File: config.mk
export PLATFORM = sky130hd
export DESIGN_NAME = multicycle_datapath
export DESIGN_NICKNAME = d
export VERILOG_FILES = /design/src/rtl/multicycle_datapath.sv
export SDC_FILE = /design/constraint.sdc
export NUM_CORES = 2
export LEC_CHECK = 0
export BUFFER_PORTS_ARGS = -buffer_cell sky130_fd_sc_hd__buf_2
export CAP_MARGIN = 0
export CORE_AREA = 5 5 365 367
export DETAILED_ROUTE_END_ITERATION = 8
export DIE_AREA = 0 0 370 372
export PLACE_DENSITY_LB_ADDON = 0.3
export SLEW_MARGIN = 5
export SYNTH_ARGS = -nofsm -noshare
export SYNTH_HDL_FRONTEND = slang
export SYNTH_SLANG_ARGS = --single-unit
export TNS_END_PERCENT = 10
File: constraint.sdc
create_clock -name clk -period 6.4 [get_ports clk]
set_input_delay 1.92 -clock clk [delete_from_list [all_inputs] [get_ports clk]]
set_output_delay 1.92 -clock clk [all_outputs]
set_load 0.005 [all_outputs]
File: src/rtl/multicycle_datapath.sv
// Multi-cycle MIPS-subset core: FETCH/DECODE/EXEC/MEM/WB controller sharing one ALU,
// with registered IR/A/B/ALUOut/MDR and external async-read instruction and data memories.
module multicycle_datapath #(
   parameter int          PC_W     = 32,
   parameter logic [31:0] RESET_PC = 32'h0,
   parameter bit          OVF_TRAP = 1'b1
) (
   input  logic            clk,
   input  logic            rst,
   output logic [PC_W-1:0] imem_addr,
   input  logic [31:0]     imem_rdata,
   output logic [PC_W-1:0] dmem_addr,
   output logic [31:0]     dmem_wdata,
   output logic            dmem_we,
   input  logic [31:0]     dmem_rdata,
   input  logic [4:0]      dbg_ra,
   output logic [31:0]     dbg_rdata,
   output logic [PC_W-1:0] pc,
   output logic            retire,
   output logic            overflow,
   output logic            halted
);
   typedef enum logic [2:0] {
      S_FETCH  = 3'd0,
      S_DECODE = 3'd1,
      S_EXEC   = 3'd2,
      S_MEM    = 3'd3,
      S_WB     = 3'd4,
      S_HALT   = 3'd5
   } state_t;

   localparam logic [5:0] OP_RTYPE = 6'h00, OP_ADDI = 6'h08, OP_ORI = 6'h0D, OP_LUI = 6'h0F,
                          OP_LW    = 6'h23, OP_SW   = 6'h2B, OP_BEQ = 6'h04, OP_J   = 6'h02;
   localparam logic [5:0] F_ADD = 6'h20, F_ADDU = 6'h21, F_SUB = 6'h22, F_SUBU = 6'h23,
                          F_AND = 6'h24, F_OR   = 6'h25, F_SLT = 6'h2A;

   state_t          state_r;
   logic [PC_W-1:0] pc_r;
   logic [31:0]     ir_r, a_r, b_r, aluout_r, mdr_r;
   logic            dmem_we_r, retire_r, overflow_r, halted_r;
   logic [31:0]     gpr_r [32];

   logic [5:0]  op_s, funct_s;
   logic [4:0]  rs_s, rt_s, rd_s, wb_dst_s;
   logic [15:0] imm_s;
   logic [31:0] sext_s, zext_s, pc_ext_s, br_tgt_s, jump_tgt_s, wb_data_s;
   logic [31:0] alu_res_s;
   logic        alu_ovf_s;

   // Returns 1 for every encoding the core implements; everything else halts.
   function automatic logic is_legal(input logic [31:0] ir);
      logic ok;
      case (ir[31:26])
         OP_RTYPE: begin
            case (ir[5:0])
               F_ADD, F_ADDU, F_SUB, F_SUBU, F_AND, F_OR, F_SLT: ok = 1'b1;
               default:                                          ok = 1'b0;
            endcase
         end
         OP_ADDI, OP_ORI, OP_LUI, OP_LW, OP_SW, OP_BEQ, OP_J: ok = 1'b1;
         default:                                             ok = 1'b0;
      endcase
      return ok;
   endfunction

   assign op_s       = ir_r[31:26];
   assign rs_s       = ir_r[25:21];
   assign rt_s       = ir_r[20:16];
   assign rd_s       = ir_r[15:11];
   assign funct_s    = ir_r[5:0];
   assign imm_s      = ir_r[15:0];
   assign sext_s     = {{16{imm_s[15]}}, imm_s};
   assign zext_s     = {16'h0000, imm_s};
   assign pc_ext_s   = 32'(pc_r);
   // Branch target is formed in DECODE, when pc already points past the branch.
   assign br_tgt_s   = pc_ext_s + {sext_s[29:0], 2'b00};
   assign jump_tgt_s = {pc_ext_s[31:28], ir_r[25:0], 2'b00};
   assign wb_dst_s   = (op_s == OP_RTYPE) ? rd_s : rt_s;
   assign wb_data_s  = (op_s == OP_LW) ? mdr_r : aluout_r;

   // Shared ALU for EXEC: result plus signed-overflow flag for add/sub/addi.
   always_comb begin
      alu_res_s = 32'h0;
      alu_ovf_s = 1'b0;
      case (op_s)
         OP_RTYPE: begin
            case (funct_s)
               F_ADD: begin
                  alu_res_s = a_r + b_r;
                  alu_ovf_s = (a_r[31] == b_r[31]) && (alu_res_s[31] != a_r[31]);
               end
               F_ADDU: alu_res_s = a_r + b_r;
               F_SUB: begin
                  alu_res_s = a_r - b_r;
                  alu_ovf_s = (a_r[31] != b_r[31]) && (alu_res_s[31] != a_r[31]);
               end
               F_SUBU: alu_res_s = a_r - b_r;
               F_AND:  alu_res_s = a_r & b_r;
               F_OR:   alu_res_s = a_r | b_r;
               F_SLT:  alu_res_s = {31'd0, ($signed(a_r) < $signed(b_r))};
               default: alu_res_s = 32'h0;
            endcase
         end
         OP_ADDI: begin
            alu_res_s = a_r + sext_s;
            alu_ovf_s = (a_r[31] == sext_s[31]) && (alu_res_s[31] != a_r[31]);
         end
         OP_ORI:        alu_res_s = a_r | zext_s;
         OP_LUI:        alu_res_s = {imm_s, 16'h0000};
         OP_LW, OP_SW:  alu_res_s = a_r + sext_s;
         default:       alu_res_s = 32'h0;
      endcase
   end

   // Controller and datapath registers; pulse outputs are registered one state ahead.
   always_ff @(posedge clk) begin
      if (rst) begin
         state_r    <= S_FETCH;
         pc_r       <= RESET_PC[PC_W-1:0];
         ir_r       <= 32'h0;
         a_r        <= 32'h0;
         b_r        <= 32'h0;
         aluout_r   <= 32'h0;
         mdr_r      <= 32'h0;
         dmem_we_r  <= 1'b0;
         retire_r   <= 1'b0;
         overflow_r <= 1'b0;
         halted_r   <= 1'b0;
         for (int i = 0; i < 32; i++) begin
            gpr_r[i] <= 32'h0;
         end
      end else begin
         dmem_we_r  <= 1'b0;
         retire_r   <= 1'b0;
         overflow_r <= 1'b0;
         case (state_r)
            S_FETCH: begin
               ir_r    <= imem_rdata;
               pc_r    <= pc_r + PC_W'(32'd4);
               state_r <= S_DECODE;
            end
            S_DECODE: begin
               if (is_legal(ir_r)) begin
                  a_r      <= gpr_r[rs_s];
                  b_r      <= gpr_r[rt_s];
                  aluout_r <= br_tgt_s;
                  retire_r <= (op_s == OP_BEQ) || (op_s == OP_J);
                  state_r  <= S_EXEC;
               end else begin
                  halted_r <= 1'b1;
                  state_r  <= S_HALT;
               end
            end
            S_EXEC: begin
               case (op_s)
                  OP_BEQ: begin
                     if (a_r == b_r) begin
                        pc_r <= aluout_r[PC_W-1:0];
                     end
                     state_r <= S_FETCH;
                  end
                  OP_J: begin
                     pc_r    <= jump_tgt_s[PC_W-1:0];
                     state_r <= S_FETCH;
                  end
                  OP_LW: begin
                     aluout_r <= alu_res_s;
                     state_r  <= S_MEM;
                  end
                  OP_SW: begin
                     aluout_r  <= alu_res_s;
                     dmem_we_r <= 1'b1;
                     retire_r  <= 1'b1;
                     state_r   <= S_MEM;
                  end
                  default: begin
                     aluout_r   <= alu_res_s;
                     retire_r   <= 1'b1;
                     overflow_r <= OVF_TRAP && alu_ovf_s;
                     state_r    <= S_WB;
                  end
               endcase
            end
            S_MEM: begin
               if (op_s == OP_LW) begin
                  mdr_r    <= dmem_rdata;
                  retire_r <= 1'b1;
                  state_r  <= S_WB;
               end else begin
                  state_r  <= S_FETCH;
               end
            end
            S_WB: begin
               // A trapped overflow is flagged in this same cycle and blocks the write.
               if ((wb_dst_s != 5'd0) && !overflow_r) begin
                  gpr_r[wb_dst_s] <= wb_data_s;
               end
               state_r <= S_FETCH;
            end
            S_HALT:  state_r <= S_HALT;
            default: state_r <= S_FETCH;
         endcase
      end
   end

   assign imem_addr  = pc_r;
   assign pc         = pc_r;
   assign dmem_addr  = aluout_r[PC_W-1:0];
   assign dmem_wdata = b_r;
   assign dmem_we    = dmem_we_r;
   assign retire     = retire_r;
   assign overflow   = overflow_r;
   assign halted     = halted_r;
   assign dbg_rdata  = (dbg_ra == 5'd0) ? 32'h0 : gpr_r[dbg_ra];
endmodule

**Yosys cells after proc, flatten, opt, wreduce, memory -nomap -nowiden**

Memories as Yosys holds them, arrays and structs flattened. A register that Yosys moved wholly into a read port is not among the register bits.
Index checks and enable logic that the tools add are counted.

- Bits in registers: 135
- RAM bits: 1024
- Memories kept: 1

Memory list:

| name | depth | width | rd ports | clocked after memory_dff | wr ports | RTL line | source |
|---|---|---|---|---|---|---|---|
| gpr_r | 32 | 32 | 3 | 2 | 32 | 41 | `logic [31:0] gpr_r [32];` |

- Add/subtract/negate cells: 5
- $lt $le $gt $ge: 1
- Eq/ne operators: 33
- Mux-type cells: 35
- Bitwise gates (word level): 5
- Reductions and logical operators: 29

Operator list:

| kind | number |
|---|---|
| 32-bit two-way mux | 6 |
| 32-bit one-hot mux with 2 select lines | 3 |
| 32-bit one-hot mux with 5 select lines | 1 |
| 32-bit one-hot mux with 4 select lines | 1 |
| 32-bit adder | 3 |
| 6-bit equality test (second input constant) | 9 |
| 32-bit by 3-bit adder with 32-bit output (second input constant) | 1 |
| 32-bit AND | 1 |
| 32-bit equality test | 1 |
| 32-bit < comparator | 1 |
| 32-bit by 16-bit bitwise OR with 32-bit output | 1 |
| 32-bit bitwise OR | 1 |
| 32-bit OR reduction | 1 |
| 32-bit subtractor | 1 |
| 6-bit by 4-bit equality test with 1-bit output (second input constant) | 3 |
| 3-bit one-hot mux with 5 select lines | 1 |
| 1-bit two-way mux | 14 |
| 7-bit OR reduction | 2 |
| 5-bit two-way mux | 2 |
| 2-bit inequality test (second input constant) | 5 |
| 2-bit OR reduction | 5 |
| 3-bit by 2-bit equality test with 1-bit output (second input constant) | 2 |
| 3-bit equality test (second input constant) | 2 |
| 6-bit by 2-bit equality test with 1-bit output (second input constant) | 1 |
| other kinds (23) | 40 |

**Longest topological paths before layout**

- Depth after elaboration: 10
- Gate-level depth with buffers: 14
- Depth with buffers taken out: 14

**Least setup slack after synthesis**

No wires, ideal clock.

- Kind: in2out
- From: input dbg_ra[0]
- To: output dbg_rdata[10]
- Arrival: 4.090 ns
- Data required time: 4.480 ns
- Path slack: 0.390 ns
- Cell stages on the path: 7
- Buffers on the path: 3
- Cells stage by stage: clkbuf_1 -> buf_2 -> buf_1 -> mux4_2 -> mux4_2 -> mux2i_1 -> nor2_1

- Cells in the longest elaborated chain, start to end: 2
- Elaborated cells between the ends (all ways): 3
- Classes of those cells: mux (1); reduce/logical (1); memory (1)

RTL lines:

| what | RTL line | source |
|---|---|---|
| start, declared | 16 | `input logic [4:0] dbg_ra,` |
| memory 32 x 32 bit / 5-bit logical NOT (equally long branches) | - |  |
| 32-bit two-way mux * | 214 | `assign dbg_rdata = (dbg_ra == 5'd0) ? 32'h0 : gpr_r[dbg_ra];` |
| end, declared | 17 | `output logic [31:0] dbg_rdata,` |

Every way passes the cells marked *; elsewhere a longest branch is shown, timed or not.

**Final worst setup path**

- From: input dbg_ra[0]
- To: output dbg_rdata[11]

Same word-level chain as after synthesis.

==> summary.txt <==
Run status
  • Status: finished with violations
  • Violated checks: max-capacitance violations, max-slew violations

Critical path
  • Worst path cell trace: buf_12, buf_12, mux4_2, mux4_2, mux2i_1, buf_4, nor2_1, buf_2
  • Reg2Reg Depth: 12
  • Crit path max fanout: 32
  • CP required: 4480 ps
  • Crit path kind: in -> out
  • Worst stage delay on the critical path: 570 ps
  • Crit path arrival time: 4440 ps
  • Crit. End Element: output port
  • Critical path launch point type: input port
  • Critical path's slowest cell: mux4_2

Timing
  • Slew Limit Fails: 1
  • Fin crit share: 0.994
  • Final hold viol count: 0
  • Slew headroom: -0.00644
  • Post-layout min period: 6360 ps
  • Worst Setup Slack, final: 35.5 ps
  • Clock Skew: 46.2 ps
  • Fmax achieved: 0.157 GHz
  • Setup tns final: 0 ps
  • RSZ-0062 raised after global routing: no
  • Setup violators final: 0
  • Worst Max-Slew Pin Slew: 1470 ps

Power and ir drop
  • Max VDD drop: 0.260 mV
  • Pint: 18.0 mW
  • Sw Pwr: 11.6 mW
  • Power per cell area: 345 nW/um2
  • Flop pwr share: 0.348
  • Sw Share: 0.392
  • Clock share of power: 0.268
  • Combinational share of power: 0.384
  • P_leak: 28.5 nW

Yosys
  • Synth Area in XOR/XNOR: 0.00840
  • Main combinational cell family by area after synthesis: multiplexers
  • Post-synthesis adder-cell area fraction: 0.0291
  • Synth area leader: edfxtp_1
  • Area fraction of the dominant cell type after synthesis: 0.399
  • Synth warn: 0
  • Asr flop ratio synth: 0
  • Synth Area in Compound Gates: 0.0689
  • Post-Synthesis Cells: 6064
  • Top cells by area, synth: edfxtp_1 40%, mux4_2 28%, nor2_1 6.1%, dfxtp_1 5.2%, ha_1 2.8%
  • Syn Area/Cell: 12.7 um2
  • Synth Cell Area: 77200 um2
  • Fraction of synthesized area in multiplexers: 0.301
  • Ys flop type: edfxtp_1
  • Synth cell types: 94
  • Post-synthesis sequential area ratio: 0.450
  • Post-Synth Simple-Gate Area: 0.103
  • Number of enable flip-flop cells after synthesis: 1024
  • #FFs+latches synth: 1223

Global routing
  • Global-route wire length before repair: 442 mm
  • All-layer global routing usage: 0.456
  • Largest net degree at the start of global routing: 123
  • Initial antenna violation count: 17
  • Congestion Overflow GR: 0
  • Vias in the first global route: 60200

Clocking
  • Root buf cell: clkbuf_16
  • Hold_buf cts: 0
  • CTS Sinks: 1223
  • CTS H-tree depth: 4
  • Deepest clock path buffer count: 3
  • CTS buffer count: 132
  • Clk slew on worst S/H paths: 60 ps
  • Setup Fix Bufs, Post-CTS: 0
  • CTS tree: yes
  • Clock Latency Late Sink: 800 ps

Final layout
  • Final Instance Area: 85800 um2
  • Final core occ: 0.664
  • Fraction of layout cells with a size suffix above 1: 0.293
  • Commonest non-fill, non-tap cell in the layout: nor2_1
  • Commonest cells after routing, fill and taps aside: 1247 x nor2_1, 1024 x edfxtp_1, 960 x mux4_2
  • Area growth from synthesis to layout: 11.1%
  • Layout Nets: 6357

Place
  • Dpl ws: -183 ps
  • Final Wtd Congestion: 1.01
  • IO Port Bufs: 234
  • Detailed Place HPWL: 200 mm
  • Placed cell area: 81300 um2

Floorplanning
  • Chip width: 370 um
  • Die footprint: 138000 um2
  • Die Y: 372 um
  • Core area: 129000 um2
  • Row count: 132
  • Initial Util: 0.597
  • IO Count: 235

Route
  • Wire per inst: 39.3 um
  • Final WL: 313 mm
  • Final ANT Viol Nets: 0
  • DRC viols: 0
  • Drt pass-1 iters: 8
  • Vias: 61500
  • Vias per cell: 7.72
  • DRT iter0 DRCs: 11200

Flow run
  • MaxCap Viol Count: 2

Min path
  • Hold path depth: 2
  • Worst Hold Class: reg -> reg
-- cell type report --
cell class | instances | area (um2)
Timing Repair Buffer | 492 | 3810
Multi-Input combinational cell | 4137 | 40100
Clock inverter | 78 | 881
Fill cell | 9050 | 43400
Tap cell | 1742 | 2180
Sequential cell | 1223 | 34800
Antenna cell | 15 | 37.5
Clock buffer | 163 | 3510
Inverter | 123 | 462
-- final timing paths --
path | end | slack (ps) | from
max | dbg_rdata[11] | 40 | dbg_ra[0]
min | mdr_r[12]$_SDFFE_PP0P_ | 480 | mdr_r[12]$_SDFFE_PP0P_
max reg2reg | dmem_addr[31]$_SDFFE_PP0P_ | 1630 | ir_r[3]$_SDFFE_PP0N_
min reg2reg | mdr_r[12]$_SDFFE_PP0P_ | 480 | mdr_r[12]$_SDFFE_PP0P_
-- synth_stat cells (7+ instances only) --
master and n:
xnor2_1 51, mux2i_1 158, a21oi_1 251, buf_1 74
nor3_1 65, a21boi_0 8, nand4_1 21, a211oi_1 84
a211o_1 9, buf_4 40, a211oi_2 21, clkbuf_1 437
a22oi_1 10, nand2b_1 51, a21o_1 39, and3_1 15
dfxtp_1 199, nand2_1 345, a221oi_1 15, inv_1 122
mux4_2 960, xor2_1 23, or4_1 7, a31oi_1 36
a311oi_1 9, o21ai_0 139, nor2b_1 27, and2_1 13
or3_1 11, o21a_1 13, edfxtp_1 1024, buf_2 57
o211ai_1 31, ha_1 173, nand3_1 67, o22ai_1 33
o31ai_1 19, nor4_1 15, and4_1 7, o21bai_1 19
nor2_1 1249
-- state kept, by name, summed over array words and instances, names as in the netlist --
name / cells
a_r: 32
dmem_addr: 32
dmem_wdata: 32
dmem_we: 1
gpr_r: 1024
halted: 1
imem_addr: 32
ir_r: 32
mdr_r: 32
overflow: 1
retire: 1
state_r: 3
-- routing by layer --
metal  vias up  global-route usage  share of wire
met2      6514               0.658           0.43
met1     29800               0.546           0.30
li1      23500                   -              -
met3      1720               0.192           0.18
met4        10               0.344          0.099
met5         -                   0        0.00028
-- cell families (layout without fill, tap and decap cells) --
family                     after synthesis  in the layout
other                                    1             47
xor gates and xnor gates                74             74
DFF                                   1223           1223
muxes                                 1121           1121
buffers and inverters                  735            856
and+or+nand+nor                       1923           1923
AOI/OAI and AO/OA                      810            810
adders and majority gates              177            177
-- power by group through the flow --
stage	Clock (mW)	Sequential, mW	Combinational (mW)
final	7.94	10.3	11.4
after global routing	8.30	10.3	11.8
after CTS	7.93	10.2	10.9
after detailed placement	0	10.4	10.9
after global placement	0	10.4	10.8
after floorplan	0	9.65	7.45
-- stage by stage --
stage | std cells | hold WS [ps] | total power, mW
finish | 7973 | 483 | 29.6
global route | 7958 | 507 | 30.4
floorplan | 6095 | 436 | 17.1
CTS | 7957 | 479 | 29.1
global placement | 7716 | 460 | 21.1
detailed placement | 7716 | 469 | 21.3
-- critical path, delay by kind of cell --
| family | cells | cell delay, ps |
|---|---|---|
| multiplexers | 3 | 1460 |
| buffers and inverters | 4 | 970 |
| AND/OR/NAND/NOR | 1 | 60 |
-- repair_timing --
| action | CTS | global route |
|---|---|---|
| setup endpoints to repair | 4 | 3 |
| resized for setup | 4 | 3 |
| pin swaps | 0 | 0 |
Note: power is estimated with default switching activity, not from simulation.
